**config.mk**
```make
export PLATFORM = sky130hd
export DESIGN_NAME = write_buffer
export DESIGN_NICKNAME = d
export VERILOG_FILES = /design/src/rtl/write_buffer_pkg.sv /design/src/rtl/write_buffer.sv
export SDC_FILE = /design/constraint.sdc
export NUM_CORES = 1
export LEC_CHECK = 0
export CAP_MARGIN = 25
export CELL_PAD_IN_SITES_DETAIL_PLACEMENT = 0
export CELL_PAD_IN_SITES_GLOBAL_PLACEMENT = 1
export CORE_MARGIN = 2
export CORE_UTILIZATION = 48
export CTS_CLUSTER_SIZE = 14
export DETAILED_ROUTE_END_ITERATION = 6
export DONT_BUFFER_PORTS = 1
export PLACE_DENSITY = 0.84
export SLEW_MARGIN = 20
export SYNTH_ARGS = -nofsm -noshare
export SYNTH_HDL_FRONTEND = slang
export SYNTH_SLANG_ARGS = --single-unit
export TNS_END_PERCENT = 10
```
**constraint.sdc**
```tcl
create_clock -name aclk -period 6.92 [get_ports aclk]
set_input_delay 1.384 -clock aclk [delete_from_list [all_inputs] [get_ports aclk]]
set_output_delay 1.384 -clock aclk [all_outputs]
set_load 0.05 [all_outputs]
```
**src/rtl/write_buffer_pkg.sv**
```systemverilog
// Shared definitions for the store write buffer: default depth, drain-FSM
// state encodings, the buffered entry layout and the byte-merge helper.
package write_buffer_pkg;

    // Default number of buffered word writes (power of two, >= 2).
    localparam int WB_DEPTH_DEFAULT = 4;

    // Drain FSM state encodings.
    localparam logic [1:0] ST_IDLE    = 2'd0;
    localparam logic [1:0] ST_ISSUE   = 2'd1;
    localparam logic [1:0] ST_WAIT_LO = 2'd2;
    localparam logic [1:0] ST_WAIT_HI = 2'd3;

    // One buffered store: word address, data and byte strobes.
    typedef struct packed {
        logic [29:0] addr;
        logic [31:0] data;
        logic [3:0]  strb;
    } wb_entry_t;

    // Overwrite the bytes of old_data whose strobe is set with new_data.
    function automatic logic [31:0] merge_bytes(
        input logic [31:0] old_data,
        input logic [31:0] new_data,
        input logic [3:0]  strb
    );
        logic [31:0] result;
        result = old_data;
        for (int b = 0; b < 4; b++) begin
            if (strb[b]) begin
                result[8*b +: 8] = new_data[8*b +: 8];
            end
        end
        return result;
    endfunction

endpackage

```
**src/rtl/write_buffer.sv**
```systemverilog
// Store write buffer between the CPU store port and the AXI write master.
// Holds up to DEPTH word stores in FIFO order, merges a store into the tail
// entry when it targets the same word, flags load hazards against every held
// entry and drains the head through a four-state request/response handshake.
module write_buffer
    import write_buffer_pkg::*;
#(
    parameter int DEPTH = WB_DEPTH_DEFAULT
) (
    input  logic        aclk,
    input  logic        areset,

    // CPU store port
    input  logic [3:0]  cpu_wen,
    input  logic [31:0] cpu_waddr,
    input  logic [31:0] cpu_wdata,
    output logic        cpu_wrdy,
    output logic        wb_empty,

    // Load hazard check
    input  logic [31:0] hz_addr,
    output logic        hz_hit,

    // Drain port toward the AXI master
    output logic [3:0]  dc_cpu_wen,
    output logic [31:0] dc_cpu_waddr,
    output logic [31:0] dc_cpu_wdata,
    input  logic        dc_dev_wrdy
);

    localparam int PTR_W = $clog2(DEPTH);
    localparam logic [PTR_W:0]   FULL_COUNT = (PTR_W + 1)'(DEPTH);
    localparam logic [PTR_W:0]   COUNT_ONE  = (PTR_W + 1)'(1);
    localparam logic [PTR_W-1:0] PTR_ONE    = PTR_W'(1);

    // Storage and bookkeeping
    wb_entry_t        entry_q [DEPTH];
    logic [DEPTH-1:0] valid_q;
    logic [PTR_W-1:0] head_ptr;
    logic [PTR_W-1:0] tail_ptr;
    logic [PTR_W:0]   count;
    logic [1:0]       state;

    // Datapath decisions for this cycle
    logic [PTR_W-1:0] last_ptr;
    logic             push;
    logic             pop;
    logic             tail_is_head;
    logic             merge_ok;
    logic             do_merge;
    logic             do_append;
    wb_entry_t        merged_entry;
    wb_entry_t        head_view;

    // Address low bits are byte offsets inside the word and never compared.
    logic unused_low_bits;
    assign unused_low_bits = ^{cpu_waddr[1:0], hz_addr[1:0]};

    // Status outputs come straight from the registered count.
    assign cpu_wrdy = (count < FULL_COUNT);
    assign wb_empty = (count == '0);

    assign push      = (cpu_wen != 4'h0) && cpu_wrdy;
    assign pop       = (state == ST_WAIT_HI) && dc_dev_wrdy;
    assign last_ptr  = tail_ptr - PTR_ONE;

    // Decide between merging into the tail entry and appending a new entry.
    // NOTE: every signal assigned in an always_comb gets a default first, so
    // no path through the block can leave it unassigned and infer a latch.
    always_comb begin
        tail_is_head = (count == COUNT_ONE);
        merge_ok     = 1'b0;
        if (count != '0) begin
            // The in-flight head is frozen once the drain has started.
            merge_ok = (entry_q[last_ptr].addr == cpu_waddr[31:2]) &&
                       !(tail_is_head && (state != ST_IDLE));
        end
        do_merge  = push && merge_ok;
        do_append = push && !merge_ok;

        merged_entry      = entry_q[last_ptr];
        merged_entry.strb = entry_q[last_ptr].strb | cpu_wen;
        merged_entry.data = merge_bytes(entry_q[last_ptr].data, cpu_wdata, cpu_wen);
    end

    // Head entry as it will look after this edge, so a merge into an idle head
    // on the issue edge is not lost from the outgoing request.
    always_comb begin
        head_view = entry_q[head_ptr];
        if (do_merge && (last_ptr == head_ptr)) begin
            head_view = merged_entry;
        end
    end

    // Entry payload storage: append at the tail slot or merge into the last one.
    // NOTE: the payload array carries no reset; valid_q alone decides whether a
    // slot is held, so clearing the data words would only cost reset fan-out.
    always_ff @(posedge aclk) begin
        if (do_append) begin
            entry_q[tail_ptr] <= '{addr: cpu_waddr[31:2], data: cpu_wdata, strb: cpu_wen};
        end else if (do_merge) begin
            entry_q[last_ptr] <= merged_entry;
        end
    end

    // Per-slot valid flags: set on append, cleared when the head is popped.
    // NOTE: clocked state uses non-blocking assignments so every always_ff
    // samples the pre-edge values regardless of evaluation order.
    always_ff @(posedge aclk or posedge areset) begin
        if (areset) begin
            valid_q <= '0;
        end else begin
            if (pop) begin
                valid_q[head_ptr] <= 1'b0;
            end
            if (do_append) begin
                valid_q[tail_ptr] <= 1'b1;
            end
        end
    end

    // Head/tail pointers wrap naturally at DEPTH; count tracks held entries.
    always_ff @(posedge aclk or posedge areset) begin
        if (areset) begin
            head_ptr <= '0;
            tail_ptr <= '0;
            count    <= '0;
        end else begin
            if (do_append) begin
                tail_ptr <= tail_ptr + PTR_ONE;
            end
            if (pop) begin
                head_ptr <= head_ptr + PTR_ONE;
            end
            case ({do_append, pop})
                2'b10:   count <= count + COUNT_ONE;
                2'b01:   count <= count - COUNT_ONE;
                default: count <= count;
            endcase
        end
    end

    // Drain FSM with registered request outputs toward the AXI master.
    always_ff @(posedge aclk or posedge areset) begin
        if (areset) begin
            state        <= ST_IDLE;
            dc_cpu_wen   <= 4'h0;
            dc_cpu_waddr <= 32'h0;
            dc_cpu_wdata <= 32'h0;
        end else begin
            case (state)
                ST_IDLE: begin
                    if (count != '0) begin
                        state        <= ST_ISSUE;
                        dc_cpu_wen   <= head_view.strb;
                        dc_cpu_waddr <= {head_view.addr, 2'b00};
                        dc_cpu_wdata <= head_view.data;
                    end
                end
                ST_ISSUE: begin
                    // Request accepted; ready drops next cycle.
                    if (dc_dev_wrdy) begin
                        state      <= ST_WAIT_LO;
                        dc_cpu_wen <= 4'h0;
                    end
                end
                ST_WAIT_LO: begin
                    if (!dc_dev_wrdy) begin
                        state <= ST_WAIT_HI;
                    end
                end
                ST_WAIT_HI: begin
                    // Ready rising again is the write response; head pops here.
                    if (dc_dev_wrdy) begin
                        state <= ST_IDLE;
                    end
                end
                default: begin
                    state      <= ST_IDLE;
                    dc_cpu_wen <= 4'h0;
                end
            endcase
        end
    end

    // Load hazard: any held entry whose word address matches the load.
    always_comb begin
        hz_hit = 1'b0;
        for (int i = 0; i < DEPTH; i++) begin
            if (valid_q[i] && (entry_q[i].addr == hz_addr[31:2])) begin
                hz_hit = 1'b1;
            end
        end
    end

endmodule
```
# Word-level counts from Yosys, hierarchy flattened
# Memories as Yosys holds them, arrays and structs flattened.
# Cells that the tools add are included.
# classes
add_sub_neg	5
n_lt_le_gt_ge	5
n_eq_ne	16
mux	33
bitwise	4
n_reduce_logical	26
# op_table
operator	n
$eq 30x30->1	5
$mux 66	2
$reduce_or 66->1	1
$mux 8	4
$mux 4	4
$logic_and 1x1->1	13
$mux 1	13
$mux 2	5
$ne 2x2->1 const B	4
$or 4x4->4	2
$pmux 2 s4	1
$pmux 4 s2	1
$eq 2x2->1 const B	3
$lt 2x3->1 const B	2
$pmux 3 s2	1
$reduce_bool 2->1	3
$add 2x1->2 const B	2
$and 4x4->4	1
$demux 1 s2	2
$eq 2x1->1 const B	2
$ge 2x1->1 const B	2
$not 4->4	1
$reduce_and 4->1	1
$reduce_bool 4->1	1
other kinds (12)	13
# word_totals
ff_bits	79
mem_bits_rw	264
input_bits	103
output_inout_bits	71
elab_cells	98
n_memories	1
# memory_table
memory	words	width	read_ports	rd_ports_with_merged_regs	wr	line	rtl
entry_q	4	66	6	0	1	write_buffer.sv:37	wb_entry_t entry_q [DEPTH];

# Logic depth before layout (Yosys ltp)
# Gate-level depths: netlist (run 1).
# depth
ltp_word	11
ltp_mapped	19
mapped_depth_nobuf	13

# Worst setup path after synthesis (run 1)
# OpenSTA, ideal clock, no wires.
# synth_path
path_kind	register to register
from	register tail_ptr[0]
to	memory entry_q[3][0] in the netlist's numbering (enable)
setup_ps	512
t_arrival_ps	6606
required_ps	6408
path_slack_ps	-198
path_stages_with_launch	15
path_buffers	5
period_less_slack_ps	7118
cell_sequence	dfrtp_1 -> buf_4 -> buf_6 -> inv_2 -> ha_1 -> buf_6 -> buf_8 -> mux2i_1 -> mux2_2 -> a221oi_1 -> nand4_1 -> or4_1 -> buf_2 -> or4_1 -> a21oi_1
# synth_between
elab_chain_cells	11
# synth_lines
element	line	rtl
start: declaration	write_buffer.sv:40	logic [PTR_W-1:0] tail_ptr;
start signal: assignment	write_buffer.sv:130	tail_ptr <= tail_ptr + PTR_ONE;
$sub 2x1->2 (*)	write_buffer.sv:65	assign last_ptr = tail_ptr - PTR_ONE;
named net last_ptr[0]	write_buffer.sv:45	logic [PTR_W-1:0] last_ptr;
$mem_v2 4x66	-	
$eq 30x30->1	write_buffer.sv:75	merge_ok = (entry_q[last_ptr].addr == cpu_waddr[31:2]) &&
$logic_and 1x1->1	write_buffer.sv:75	
$mux 1	write_buffer.sv:73	if (count != '0) begin
$logic_and 1x1->1 / $logic_not 1->1 (equally long branches)	write_buffer.sv:78, write_buffer.sv:79	
$mux 1 / $logic_and 1x1->1 (equally long branches)	write_buffer.sv:101, write_buffer.sv:79	
$mux 1	write_buffer.sv:99	if (do_append) begin
$mux 1 (not written as such)	write_buffer.sv:102	entry_q[last_ptr] <= merged_entry;
$reduce_or 66->1 (no source line)	-	
$mux 2 (no source line) / $mux 1 (equally long branches)	-	
end: declaration	write_buffer.sv:37	
# The timed path passes the listed nets; every way through them passes the cells marked *.

# Worst setup path in the final report (run 1)
# layout_path
from	register tail_ptr[0]
to	memory entry_q[3][45] in the netlist's numbering (enable)
# Same word-level chain as after synthesis.

==> results of run 1 <==
cells in the final DEF, fill, tap and decap left out, types with 4 or more instances in the layout:
cell / n
mux2i_1: 28
a21oi_1: 4
o211ai_1: 13
a31oi_1: 31
a41o_1: 4
xnor2_1: 106
nand2_1: 105
a22o_1: 5
clkinvlp_4: 4
nor4_1: 19
inv_1: 9
nand3_1: 31
nor3_1: 5
dfrtp_1: 76
mux2_2: 34
buf_4: 18
nor2_1: 40
ha_1: 16
o21ai_1: 12
clkbuf_16: 39
nor2b_1: 5
mux2_1: 32
xor2_1: 48
o21ai_0: 30
clkbuf_1: 9
edfxtp_1: 264
nand4_1: 37
clkinv_2: 7
mux4_2: 120
sequential cells by signal, indices dropped and copies added (netlist names):
name / count
valid_q: 4
dc_cpu_wen: 4
tail_ptr: 2
entry_q: 264
dc_cpu_waddr: 30
dc_cpu_wdata: 32
count: 3
head_ptr: 2
state: 2
power groups by stage:
stage	clock (µW)	combinational, µW	sequential, µW
floorplan	0	2810	3840
global placement	0	3500	4010
detailed placement	0	3540	4050
CTS	1960	3570	4010
global route	2040	3840	4080
finish	1940	3570	4010
cell type report:
type / instances / area, µm²
fill: 2911 / 17200
sequential: 343 / 9920
multi-input combinational: 765 / 7370
clock buffer: 51 / 1050
tap: 468 / 586
timing repair buffer: 21 / 195
clock inverter: 18 / 133
inverter: 11 / 43.8
worst min-delay path, stage by stage, from the launching register on:
cell,delay [ns]
dfrtp_1,0.37
nand2_1,0.05
o21ai_0,0.07
cells by family (layout without fill, tap and decap cells):
kind of cell	Yosys count	in the layout
mux	214	214
other cells	1	2
buf+inv	131	101
fa+ha+maj	17	17
compound gates	118	118
simple gates	260	260
flops	343	343
xor+xnor	154	154
metal layers:
metal,global-route usage,share of wire,up-vias
met5,0,0,-
met4,0.0772,0.025,0
met3,0.0787,0.11,84
met2,0.390,0.47,580
met1,0.347,0.40,5632
li1,-,-,4601
worst paths after layout:
kind	start	to	slack [ns]
worst min register to register	count[1]$_DFFE_PP0P_	count[1]$_DFFE_PP0P_	0.53
min in group asynchronous	areset	dc_cpu_wdata[26]$_DFFE_PP0P_	0.82
max in group asynchronous	areset	tail_ptr[0]$_DFFE_PP0N_	5.01
worst max register to register	tail_ptr[0]$_DFFE_PP0N_	entry_q[3][45]$_DFFE_PP_	1.54
worst min-delay path	count[1]$_DFFE_PP0P_	count[1]$_DFFE_PP0P_	0.53
worst max-delay path	tail_ptr[0]$_DFFE_PP0N_	entry_q[3][45]$_DFFE_PP_	1.54
stage by stage:
step           cells  power (µW)  hold WS [ns]  cell area (µm²)
2_1_floorplan   1239        6650         0.466            17800
3_3_place_gp    1608        7500         0.492            18100
3_5_place_dp    1608        7590         0.511            18100
4_1_cts         1677        9540         0.527            19300
5_1_grt         1677        9960         0.553            19300
6_report        1677        9510         0.525            19300
==> results_dict.tcl, run 1 <==
set metrics [dict create \
    status "finished, final reports clean" \
    synth.avg_cell_area_um2 14.4 \
    startpoint_type "flop" \
    switching_share 0.410 \
    finalCritPeriodShare 0.778 \
    synth_top_family_by_area "multiplexers" \
    setup_tns_ns 0 \
    hpwl_mm 31.6 \
    netlist_instances 1238 \
    first_pass_iters 5 \
    insertedDiodeCount 0 \
    numPortBuffers 0 \
    final_layout_size_suffix_gt1_frac 0.208 \
    die_x_um 196 \
    slowest_delay_ns 0.61 \
    via_per_inst 6.50 \
    yosysSeqAreaShare 0.557 \
    synth.most_common_cell "edfxtp_1" \
    root_buffer "clkbuf_16" \
    synth_compound_area_frac 0.0426 \
    synth_fa_ha_area_frac 0.0120 \
    path_cells "inv_2, ha_4, mux2i_1, and3_1, nor4_1, nand4_1, or4_1, buf_4, or4_1, a21oi_4, buf_12" \
    path_buf_inv 3 \
    drc_errors 0 \
    final_util 0.528 \
    fin_ws_ns 1.54 \
    cts_setup_buffers 0 \
    antenna_found_initial 0 \
    die_area_um2 38600 \
    place.gp.congestion 0.963 \
    ir_worst_vdd_mv 0.265 \
    finalSetupViolations 0 \
    clock_latency_ns 0.54 \
    core_area_um2 36500 \
    cp_top_family "simple AND/OR/NAND/NOR gates" \
    postCtsHoldBufs 0 \
    arrival_ns 5.57 \
    pwr-share-comb 0.375 \
    clock_power_share 0.204 \
    yosysTopAreaCell "edfxtp_1" \
    synthTopCellsByArea "edfxtp_1, mux4_2, dfrtp_1, xnor2_1, xor2_1" \
    r2r_cells 11 \
    post-route-min-period_ns 5.38 \
    pre_cts_ws_ns 1.62 \
    cts.sinks 343 \
    crit_slowest_cell "ha_4" \
    cap_viol_max_count 0 \
    ctsLongestPathBuffers 3 \
    initial_utilization 0.487 \
    drt_iter0_drc 1240 \
    cp.depth 11 \
    critical_path.max_fanout 55 \
    ys_warn_count 0 \
    hold_depth 2 \
    netlist_area_um2 17800 \
    netlist-cell-type-count 52 \
    drtAntennaViolNets 0 \
    grt.overflow.total 0 \
    p_int_uw 5610 \
    synth_common_cells "edfxtp_1, mux4_2, xnor2_1" \
    cts_max_level 2 \
    synthMuxAreaShare 0.210 \
    synth-seq-cells 343 \
    p_seq_frac 0.421 \
    power_switching_uw 3900 \
    fmax_mhz 186 \
    grtUsageTotal 0.253 \
    die_y_um 196 \
    worst_ep_required_time_ns 7.10 \
    rsz0062_at_grt "false" \
    cpMostUsedCell "or4_1" \
    hold_path.class "reg -> reg" \
    p_leak_uw 0.00645 \
    fin_nets 1300 \
    synth_xor_area_frac 0.0759 \
    synth_enable_flop_cells 264 \
    grt_start_max_net_pins 70 \
    clk_pin_slew_ns 0.06 \
    ios 174 \
    finalHoldViolations 0 \
    wl_per_cell_um 28.7 \
    rows 70 \
    finalMaxSlewViolations 0 \
    cts_tree "done" \
    finalClockSkew_ns 0.0224 \
    synth_top_area_share 0.446 \
    drt-total-wl_mm 48.1 \
    tightest_slew_ns 0.975 \
    yosys.area_share.simple 0.0703 \
    grt_pass1_vias 11000 \
    numCtsBuffers 38 \
    worst_setup_path_end_kind "flop" \
    area_delta_synth_final_pct 8.60 \
    ys_async_sr_fraction 0.230 \
    cts_resized 0 \
    yosys_most_used_dff "edfxtp_1" \
    max_slew_margin 0.348 \
    worst-setup-path-type "reg -> reg" \
    grt_pass1_wl_mm 72.4 \
    pwr_density_cell_nw_per_um2 493 \
    num_vias 10900 \
]
(Power assumes the default switching activity.)
==> inputs of run 2 (changes only) <==
--- a/config.mk
+++ b/config.mk
@@ -9,11 +9,11 @@
 export CELL_PAD_IN_SITES_DETAIL_PLACEMENT = 0
 export CELL_PAD_IN_SITES_GLOBAL_PLACEMENT = 1
 export CORE_MARGIN = 2
-export CORE_UTILIZATION = 48
+export CORE_UTILIZATION = 54
 export CTS_CLUSTER_SIZE = 14
 export DETAILED_ROUTE_END_ITERATION = 6
 export DONT_BUFFER_PORTS = 1
-export PLACE_DENSITY = 0.84
+export PLACE_DENSITY = 0.89
 export SLEW_MARGIN = 20
 export SYNTH_ARGS = -nofsm -noshare
 export SYNTH_HDL_FRONTEND = slang
==> constraint.sdc (replaced) <==
create_clock -name aclk -period 5.3 [get_ports aclk]
set_input_delay 1.06 -clock aclk [delete_from_list [all_inputs] [get_ports aclk]]
set_output_delay 1.06 -clock aclk [all_outputs]
set_load 0.05 [all_outputs]
==> results_dict.tcl, run 2 (synthesis gave the netlist of run 1 again) <==
set metrics [dict create \
    area_delta_synth_final_pct 8.67 \
    cts.sinks 343 \
    reg_top3 "entry_q (264), dc_cpu_wdata (32), dc_cpu_waddr (30)" \
    switching_share 0.406 \
    ir_worst_vdd_mv 0.341 \
    drtAntennaViolNets 0 \
    drt-total-wl_mm 46.3 \
    core_area_um2 32500 \
    max_slew_margin 0.459 \
    fin_area_um2 19300 \
    post_dp_cell_area_um2 18100 \
    tightest_slew_ns 0.811 \
    numPortBuffers 0 \
    worst_setup_path_end_kind "flop" \
    via_per_inst 6.63 \
    fin_nets 1304 \
    status "finished, final reports clean" \
    crit_slowest_cell "ha_4" \
    finalSetupViolations 0 \
    grtUsageTotal 0.273 \
    first_pass_iters 5 \
    power_switching_uw 5030 \
    path_buf_inv 2 \
    path_cells "inv_1, ha_4, mux2i_1, and3_1, nor4_1, nand4_1, or4_1, or4_1, a21oi_4, buf_12" \
    antenna_found_initial 2 \
    rows 66 \
    postCtsHoldBufs 0 \
    pwr-share-comb 0.375 \
    initial_utilization 0.548 \
    finalHoldViolations 0 \
    clock_latency_ns 0.52 \
    fin_ws_ns 0.655 \
    clk_pin_slew_ns 0.06 \
    p_int_uw 7360 \
    root_buffer "clkbuf_16" \
    fmax_mhz 215 \
    cts_tree "done" \
    p_total_uw 12400 \
    top_register "entry_q" \
    largest_register_ffs 264 \
    grt_pass1_vias 10800 \
    mostFrequentLayoutCell "edfxtp_1" \
    pre_cts_ws_ns 0.671 \
    grt_start_max_net_pins 71 \
    finalMaxSlewViolations 0 \
    cap_viol_max_count 0 \
    ios 174 \
    cts_max_level 2 \
    p_leak_uw 0.00649 \
    worst-setup-path-type "reg -> reg" \
    cts_setup_buffers 0 \
    die_y_um 185 \
    grt.overflow.total 0 \
    startpoint_type "flop" \
    num_vias 11000 \
    slowest_delay_ns 0.71 \
    cts_resized 0 \
    worst_ep_required_time_ns 5.50 \
    finalClockSkew_ns 0.0186 \
    final_layout_size_suffix_gt1_frac 0.209 \
    drc_errors 0 \
    place.gp.congestion 0.988 \
    drt_iter0_drc 1219 \
    setup_tns_ns 0 \
    die_area_um2 34400 \
    hpwl_mm 30.2 \
    fill_cells 2415 \
    cpMostUsedCell "or4_1" \
    wl_per_cell_um 28.0 \
    fin_hold_ws_ns 0.479 \
    ctsLongestPathBuffers 3 \
    pwr_density_cell_nw_per_um2 641 \
    hold_path.class "in -> async" \
    critical_path.max_fanout 35 \
    clock_power_share 0.201 \
    finalCritPeriodShare 0.876 \
    arrival_ns 4.84 \
    p_seq_frac 0.424 \
    cp_top_family "simple AND/OR/NAND/NOR gates" \
    post-route-min-period_ns 4.65 \
    die_x_um 185 \
    grt_pass1_wl_mm 68.9 \
    numCtsBuffers 37 \
    layout_common_cells "edfxtp_1, mux4_2, xnor2_1, nand2_1, dfrtp_1" \
    rsz0062_at_grt "false" \
]
## run 2: changes by cell type in the layout (fill, tap and decap cells not counted), sizes merged
cell      previous run  this run
buf                 21        26
clkbuf              51        57
diode                0         1
clkinvlp             4         0
inv                 12        13
bufinv               1         0
clkinv              12         9
## run 2: worst paths after layout
check	cells after the start	slack [ns]	start	endpoint
worst max-delay path	10	0.65	tail_ptr[1]$_DFFE_PP0N_	entry_q[3][53]$_DFFE_PP_
worst min-delay path	1	0.48	areset	dc_cpu_wdata[31]$_DFFE_PP0P_
worst max register to register	10	0.65	tail_ptr[1]$_DFFE_PP0N_	entry_q[3][53]$_DFFE_PP_
worst min register to register	1	0.52	valid_q[0]$_DFF_PP0_	valid_q[0]$_DFF_PP0_
max in group asynchronous	2	3.79	areset	dc_cpu_waddr[9]$_DFFE_PP0P_
min in group aclk	1	0.52	valid_q[0]$_DFF_PP0_	valid_q[0]$_DFF_PP0_
## run 2: per-stage QoR
stage,utilization,instances
after floorplan,-,1239
after global placement,0.559,1587
after detailed placement,0.559,1587
after CTS,0.595,1655
after global routing,0.595,1655
final,0.595,1656
## run 2: power by group through the flow
stage / Sequential, µW / Clock [µW] / Combinational [µW]
2_1_floorplan: 4990 / 0 / 3680
3_3_place_gp: 5260 / 0 / 4540
3_5_place_dp: 5310 / 0 / 4600
4_1_cts: 5260 / 2510 / 4630
5_1_grt: 5350 / 2620 / 4990
6_report: 5260 / 2490 / 4640
## run 2: routing by layer
metal | vias up | wire [µm] | global-route usage | part of all wire
met1 | 5568 | 17400 | 0.388 | 0.38
met2 | 698 | 21300 | 0.406 | 0.46
met5 | - | 13 | 0 | 0.00028
met3 | 96 | 6300 | 0.0861 | 0.14
met4 | 2 | 1340 | 0.0787 | 0.029
li1 | 4618 | - | - | -
## run 2: layout make-up
| class | instances | area (µm²) | share of cell area |
|---|---|---|---|
| flip-flops and latches | 343 | 9920 | 0.513 |
| inverters | 11 | 43.8 | 0.00227 |
| clock buffers | 57 | 1110 | 0.0577 |
| repair buffers | 26 | 245 | 0.0127 |
| multi-input cells | 765 | 7370 | 0.382 |
| diodes | 1 | 2.50 | 0.000130 |
| well taps | 442 | 553 | 0.0286 |
| clock inverters | 11 | 65.1 | 0.00337 |
==> inputs of run 3 (changes only) <==
--- a/config.mk
+++ b/config.mk
@@ -5,11 +5,13 @@
 export SDC_FILE = /design/constraint.sdc
 export NUM_CORES = 1
 export LEC_CHECK = 0
-export CAP_MARGIN = 25
+export CAP_MARGIN = 20
 export CELL_PAD_IN_SITES_DETAIL_PLACEMENT = 0
 export CELL_PAD_IN_SITES_GLOBAL_PLACEMENT = 1
+export CORE_ASPECT_RATIO = 1.75
 export CORE_MARGIN = 2
 export CORE_UTILIZATION = 54
+export CTS_CLUSTER_DIAMETER = 100
 export CTS_CLUSTER_SIZE = 14
 export DETAILED_ROUTE_END_ITERATION = 6
 export DONT_BUFFER_PORTS = 1
==> results_dict.tcl, run 3 (synthesis gave the netlist of run 1 again) <==
set metrics [dict create \
    postCtsHoldBufs 0 \
    drt_iter0_drc 748 \
    largest_register_ffs 264 \
    cts_resized 0 \
    via_per_inst 6.72 \
    cts_setup_buffers 0 \
    stdcell_count 1604 \
    grtUsageTotal 0.291 \
    finalCritPeriodShare 0.867 \
    place.gp.congestion 0.990 \
    final_layout_size_suffix_gt1_frac 0.196 \
    fill_cells 2533 \
    die_area_um2 34400 \
    drtAntennaViolNets 0 \
    seqCellArea_um2 9920 \
    hpwl_mm 34.1 \
    top_register "entry_q" \
    rsz0062_at_grt "false" \
    drc_errors 0 \
    root_buffer "clkbuf_16" \
    grt_start_max_net_pins 54 \
    clk_pin_slew_ns 0.07 \
    startpoint_type "flop" \
    insertedDiodeCount 0 \
    antenna_found_initial 0 \
    first_pass_iters 7 \
    cts_max_level 1 \
    max_slew_margin 0.392 \
    wl_per_cell_um 30.9 \
    cap_viol_max_count 0 \
    grt_pass1_vias 11500 \
    finalSetupViolations 0 \
    finalMaxSlewViolations 0 \
    tightest_slew_ns 0.911 \
    critical_path.max_fanout 36 \
    ios 174 \
    mostFrequentLayoutCell "edfxtp_1" \
    p_total_uw 12100 \
    ctsLongestPathBuffers 3 \
    worst-setup-path-type "reg -> reg" \
    layout_common_cells "edfxtp_1, mux4_2, xnor2_1, nand2_1, dfrtp_1" \
    cts_tree "done" \
    finalHoldViolations 0 \
    ir_worst_vdd_mv 0.369 \
    worst_setup_path_end_kind "flop" \
    cts.sinks 343 \
    rows 87 \
    reg_top3 "entry_q (264), dc_cpu_wdata (32), dc_cpu_waddr (30)" \
    status "finished, final reports clean" \
    fin_ws_ns 0.705 \
    grt.overflow.total 0 \
    num_vias 10800 \
    fin_nets 1302 \
    die_x_um 141 \
    post-place-cells 1552 \
    numCtsBuffers 28 \
    drt-total-wl_mm 49.6 \
    final_util 0.588 \
    hold_path.class "in -> async" \
    p_leak_uw 0.00634 \
    post-route-min-period_ns 4.60 \
    fmax_mhz 218 \
    pre_cts_ws_ns 0.717 \
    area_delta_synth_final_pct 6.98 \
    grt_pass1_wl_mm 73.9 \
    arrival_ns 4.85 \
    numPortBuffers 0 \
    multiInputGateArea_um2 7370 \
    pwr_density_cell_nw_per_um2 635 \
    clock_latency_ns 0.58 \
    finalClockSkew_ns 0.0201 \
    worst_ep_required_time_ns 5.55 \
    core_area_um2 32300 \
    die_y_um 244 \
    initial_utilization 0.550 \
]
run 3: cell count changes in the layout (fill, tap and decap cells not counted):
cell       before  now
clkbuf_16      39   29
diode_2         1    0
clkbuf_1       11   22
clkinv_2        5    0
buf_4          22   24
clkinv_1        2    0
clkinv_4        2    0
buf_12          4    9
clkbuf_8        7    0
inv_4           2    1
run 3: worst max-delay path: stages (launching register included):
cell and delay, ns:
dfrtp_1 0.44, inv_1 0.16, ha_4 0.69, buf_4 0.40, mux4_2 0.37, xnor2_1 0.18, buf_4 0.17, nand4_1 0.16
or4_1 0.58, buf_4 0.30, nor4_1 0.34, o21a_4 0.20, buf_12 0.26
run 3: through the flow:
stage	area, µm²	hold slack, ns	setup TNS (ns)
3_3_place_gp	18200	0.490	0
4_1_cts	19000	0.506	0
3_5_place_dp	18200	0.501	0
2_1_floorplan	17800	0.466	-6.42
6_report	19000	0.489	0
5_1_grt	19000	0.549	0
run 3: path summary, 6_finish.rpt:
kind | slack [ns] | startpoint | end | cells past startpoint
worst max register to register | 0.70 | tail_ptr[1]$_DFFE_PP0N_ | entry_q[2][51]$_DFFE_PP_ | 12
worst min register to register | 0.52 | count[1]$_DFFE_PP0P_ | count[1]$_DFFE_PP0P_ | 2
max in group asynchronous | 3.81 | areset | dc_cpu_wdata[19]$_DFFE_PP0P_ | 2
min in group aclk | 0.52 | count[1]$_DFFE_PP0P_ | count[1]$_DFFE_PP0P_ | 2
worst min-delay path | 0.49 | areset | state[0]$_DFFE_PP0P_ | 1
worst max-delay path | 0.70 | tail_ptr[1]$_DFFE_PP0N_ | entry_q[2][51]$_DFFE_PP_ | 12
run 3: cell type report:
type                            instances  area share
Multi-Input combinational cell        765       0.388
Clock inverter                          1    0.000461
Clock buffer                           51      0.0425
Inverter                               11     0.00230
Sequential cell                       343       0.522
Timing Repair Buffer                   33      0.0190
Tap cell                              400      0.0263
run 3: power breakdown:
part / switching, µW / total (µW) / leakage (µW) / internal [µW]
clock: 945 / 1970 / 0.000388 / 1020
sequential: 1480 / 5240 / 0.00334 / 3760
combinational: 2640 / 4850 / 0.00262 / 2220
run 3: per-layer routing:
| layer | wire (µm) | global-route usage | vias to the layer above |
|---|---|---|---|
| li1 | - | - | 4613 |
| met1 | 16100 | 0.324 | 5576 |
| met2 | 26300 | 0.519 | 458 |
| met3 | 3590 | 0.0505 | 131 |
| met4 | 3610 | 0.174 | 0 |
| met5 | 0 | 0 | - |
==> patch (config.mk and constraints of run 3) <==
Set the package constant `WB_DEPTH_DEFAULT` to 8 (it was 4).
--- a/src/rtl/write_buffer_pkg.sv
+++ b/src/rtl/write_buffer_pkg.sv
@@ -3,7 +3,7 @@
 package write_buffer_pkg;
 
     // Default number of buffered word writes (power of two, >= 2).
-    localparam int WB_DEPTH_DEFAULT = 4;
+    localparam int WB_DEPTH_DEFAULT = 8;
 
     // Drain FSM state encodings.
     localparam logic [1:0] ST_IDLE    = 2'd0;
Check against the original RTL: not settled (the Yosys comparison gave no result); the edit may change what the design does.
==> patch against run 3 <==
Non-clock buffer count grew 83; sequential cell count grew 271; power grew 78%; combinational power grew 110%; design area grew 85%; routed wire length grew 110%; cell count grew 86%; global-route usage grew 4.4 points; worst setup slack lost 0.55 ns; synthesized area grew 80%; worst hold slack lost 0.020 ns; clock skew grew 0.0012 ns; sequential power grew 52%; critical endpoint is now entry_q[4][26]; largest cell class unchanged; highest routed layer is now met5.
==> patch: results (changes against run 3) <==
[synth]
ys_top_cells_by_area=edfxtp_1 49%, mux4_2 13%, mux2i_1 7.4%
yosysSeqAreaShare_pct=56.16  ; +0.42 points
synth_edf_count=528  ; +100%
synth-async-reset-ratio_pct=14.01  ; -9.0 points
yosys.cell_types.count=62  ; +19%
yosys_warnings=0  ; unchanged
synthTopCellsByCount=528 x edfxtp_1, 236 x mux2i_1, 191 x xnor2_1

[timing]
skew_ns=0.02126  ; +0.001172 ns
drv_slew=0  ; unchanged
worstMarginPinSlew_ns=1.111  ; +0.2000 ns

[pwr]
ir_worst_vdd_mv=0.5298  ; +44%
switching_power_w=0.009023  ; +78%
p_leak_nw=12.03  ; +90%

[setup_path]
crit_fanout=31  ; -14%
critPathArrivalTime_ns=5.47  ; +0.62 ns

[grt]
grt_usage_pct=33.53  ; +4.4 points
antenna_found_initial=2  ; +2
grt_pass1_vias=20950  ; +82%
grt_max_degree=88  ; +63%
grt_first_pass_wirelength_um=147400  ; +99%

[placed_design]
io_buffers=0  ; unchanged
place.gp.congestion=1.082  ; +9.3%
dp_worst_setup_slack_ns=0.2399  ; -0.4774 ns
dpl-instance-area_mm2=0.03370  ; +85%
place_hpwl_um=72180  ; +110%

[run_status]
outcome=finished, final reports clean

[clock_tree]
clk_pin_slew_worst_paths_ns=0.07  ; about the same
post_cts_buffers=0  ; unchanged
clk_path_buf_depth=3  ; unchanged
cts_buffers=49  ; +75%
ctsResizeCount=0  ; unchanged
clk_latency_ns=0.61  ; +0.03 ns
clockRootBuffer=clkbuf_16
htreeDepth=2  ; +1

[worst_hold_path]
min_path_type=input pin to async pin

[drt]
routedWlPerCell_um=34.26  ; +11%
first_pass_iters=5  ; -2
drtIter0Drc=1927  ; +160%
vias_per_cell=6.746  ; +0.40%
drcViolationCount=0  ; unchanged

[layout]
fillers=4406  ; +74%
reg_top3=entry_q (528), dc_cpu_wdata (32), dc_cpu_waddr (30)
drive_gt1_share_pct=19.94  ; +0.34 points
fin_nets=2282  ; +75%

-- patch: cell count changes after synthesis, moves of 25 or more --
| cell | before | now |
|---|---|---|
| mux4_2 | 120 | 188 |
| o21ai_0 | 30 | 97 |
| mux2i_1 | 28 | 236 |
| clkbuf_1 | 90 | 131 |
| o22ai_1 | 3 | 66 |
| a31oi_1 | 31 | 2 |
| edfxtp_1 | 264 | 528 |
| xor2_1 | 48 | 95 |
| nand2_1 | 105 | 130 |
| xnor2_1 | 106 | 191 |
-- patch: logic make-up after synthesis --
| group | count (synthesis) | synth area share (%) |
|---|---|---|
| and+or+nand+nor | 342 | 5.385 |
| AOI/OAI and AO/OA | 237 | 4.320 |
| xor gates and xnor gates | 287 | 7.863 |
| other | 1 | 0.01170 |
| muxes | 490 | 23.04 |
| buffers and inverters | 212 | 2.790 |
| DFF | 614 | 56.16 |
| adders and majority gates | 11 | 0.4292 |
-- patch: cell type report --
type	instances	share of cell area [%]
antenna	1	0.007125
multi-input combinational	1369	37.89
tap	780	2.779
clock inverter	2	0.04988
timing repair buffer	116	3.833
clock buffer	88	3.937
inverter	18	0.1995
sequential	614	51.31
-- patch: power groups by stage --
stage	logic, W	registers [W]	clock network (W)
6_report	0.0100	0.00798	0.00348
5_1_grt	0.0105	0.00807	0.00369
3_3_place_gp	0.00976	0.00800	0
4_1_cts	0.00998	0.00797	0.00352
3_5_place_dp	0.00994	0.00807	0
2_1_floorplan	0.00701	0.00762	0
-- patch: per-stage QoR --
step                cells  hold slack, ns  util (%)
finish               2988          0.4685     59.62
global route         2987          0.5250     59.62
CTS                  2987          0.4931     59.59
detailed placement   2897          0.5208     57.21
global placement     2897          0.5043     57.21
floorplan            2195          0.4669         -
-- patch: worst paths after layout --
| path | from | end | slack, ns | cells after the start |
|---|---|---|---|---|
| max | tail_ptr[1] | entry_q[4][26] | 0.15 | 14 |
| min | areset | dc_cpu_wdata[30] | 0.47 | 1 |
| max reg2reg | tail_ptr[1] | entry_q[4][26] | 0.15 | 14 |
| min reg2reg | count[2] | count[2] | 0.53 | 1 |
| max in group asynchronous | areset | dc_cpu_waddr[26] | 3.71 | 2 |
| min in group aclk | count[2] | count[2] | 0.53 | 1 |
-- patch: critical path: stages, from the launching register on --
cell	delay (ns)
dfrtp_1	0.50
inv_1	0.22
ha_4	0.67
mux4_2	0.40
xnor2_1	0.47
nand4_1	0.33
nor4_1	0.30
o21ai_0	0.25
nor4_4	0.34
buf_4	0.21
and2_0	0.17
buf_4	0.15
mux2i_1	0.43
nor2_4	0.12
buf_12	0.21
-- patch: layer usage --
layer,up-vias,track usage [%],part of all wire (%)
met5,-,0,0.022
met4,4,23.30,8.3
met3,275,7.026,8.1
met2,1068,57.66,51
met1,10380,37.14,33
li1,8430,-,-
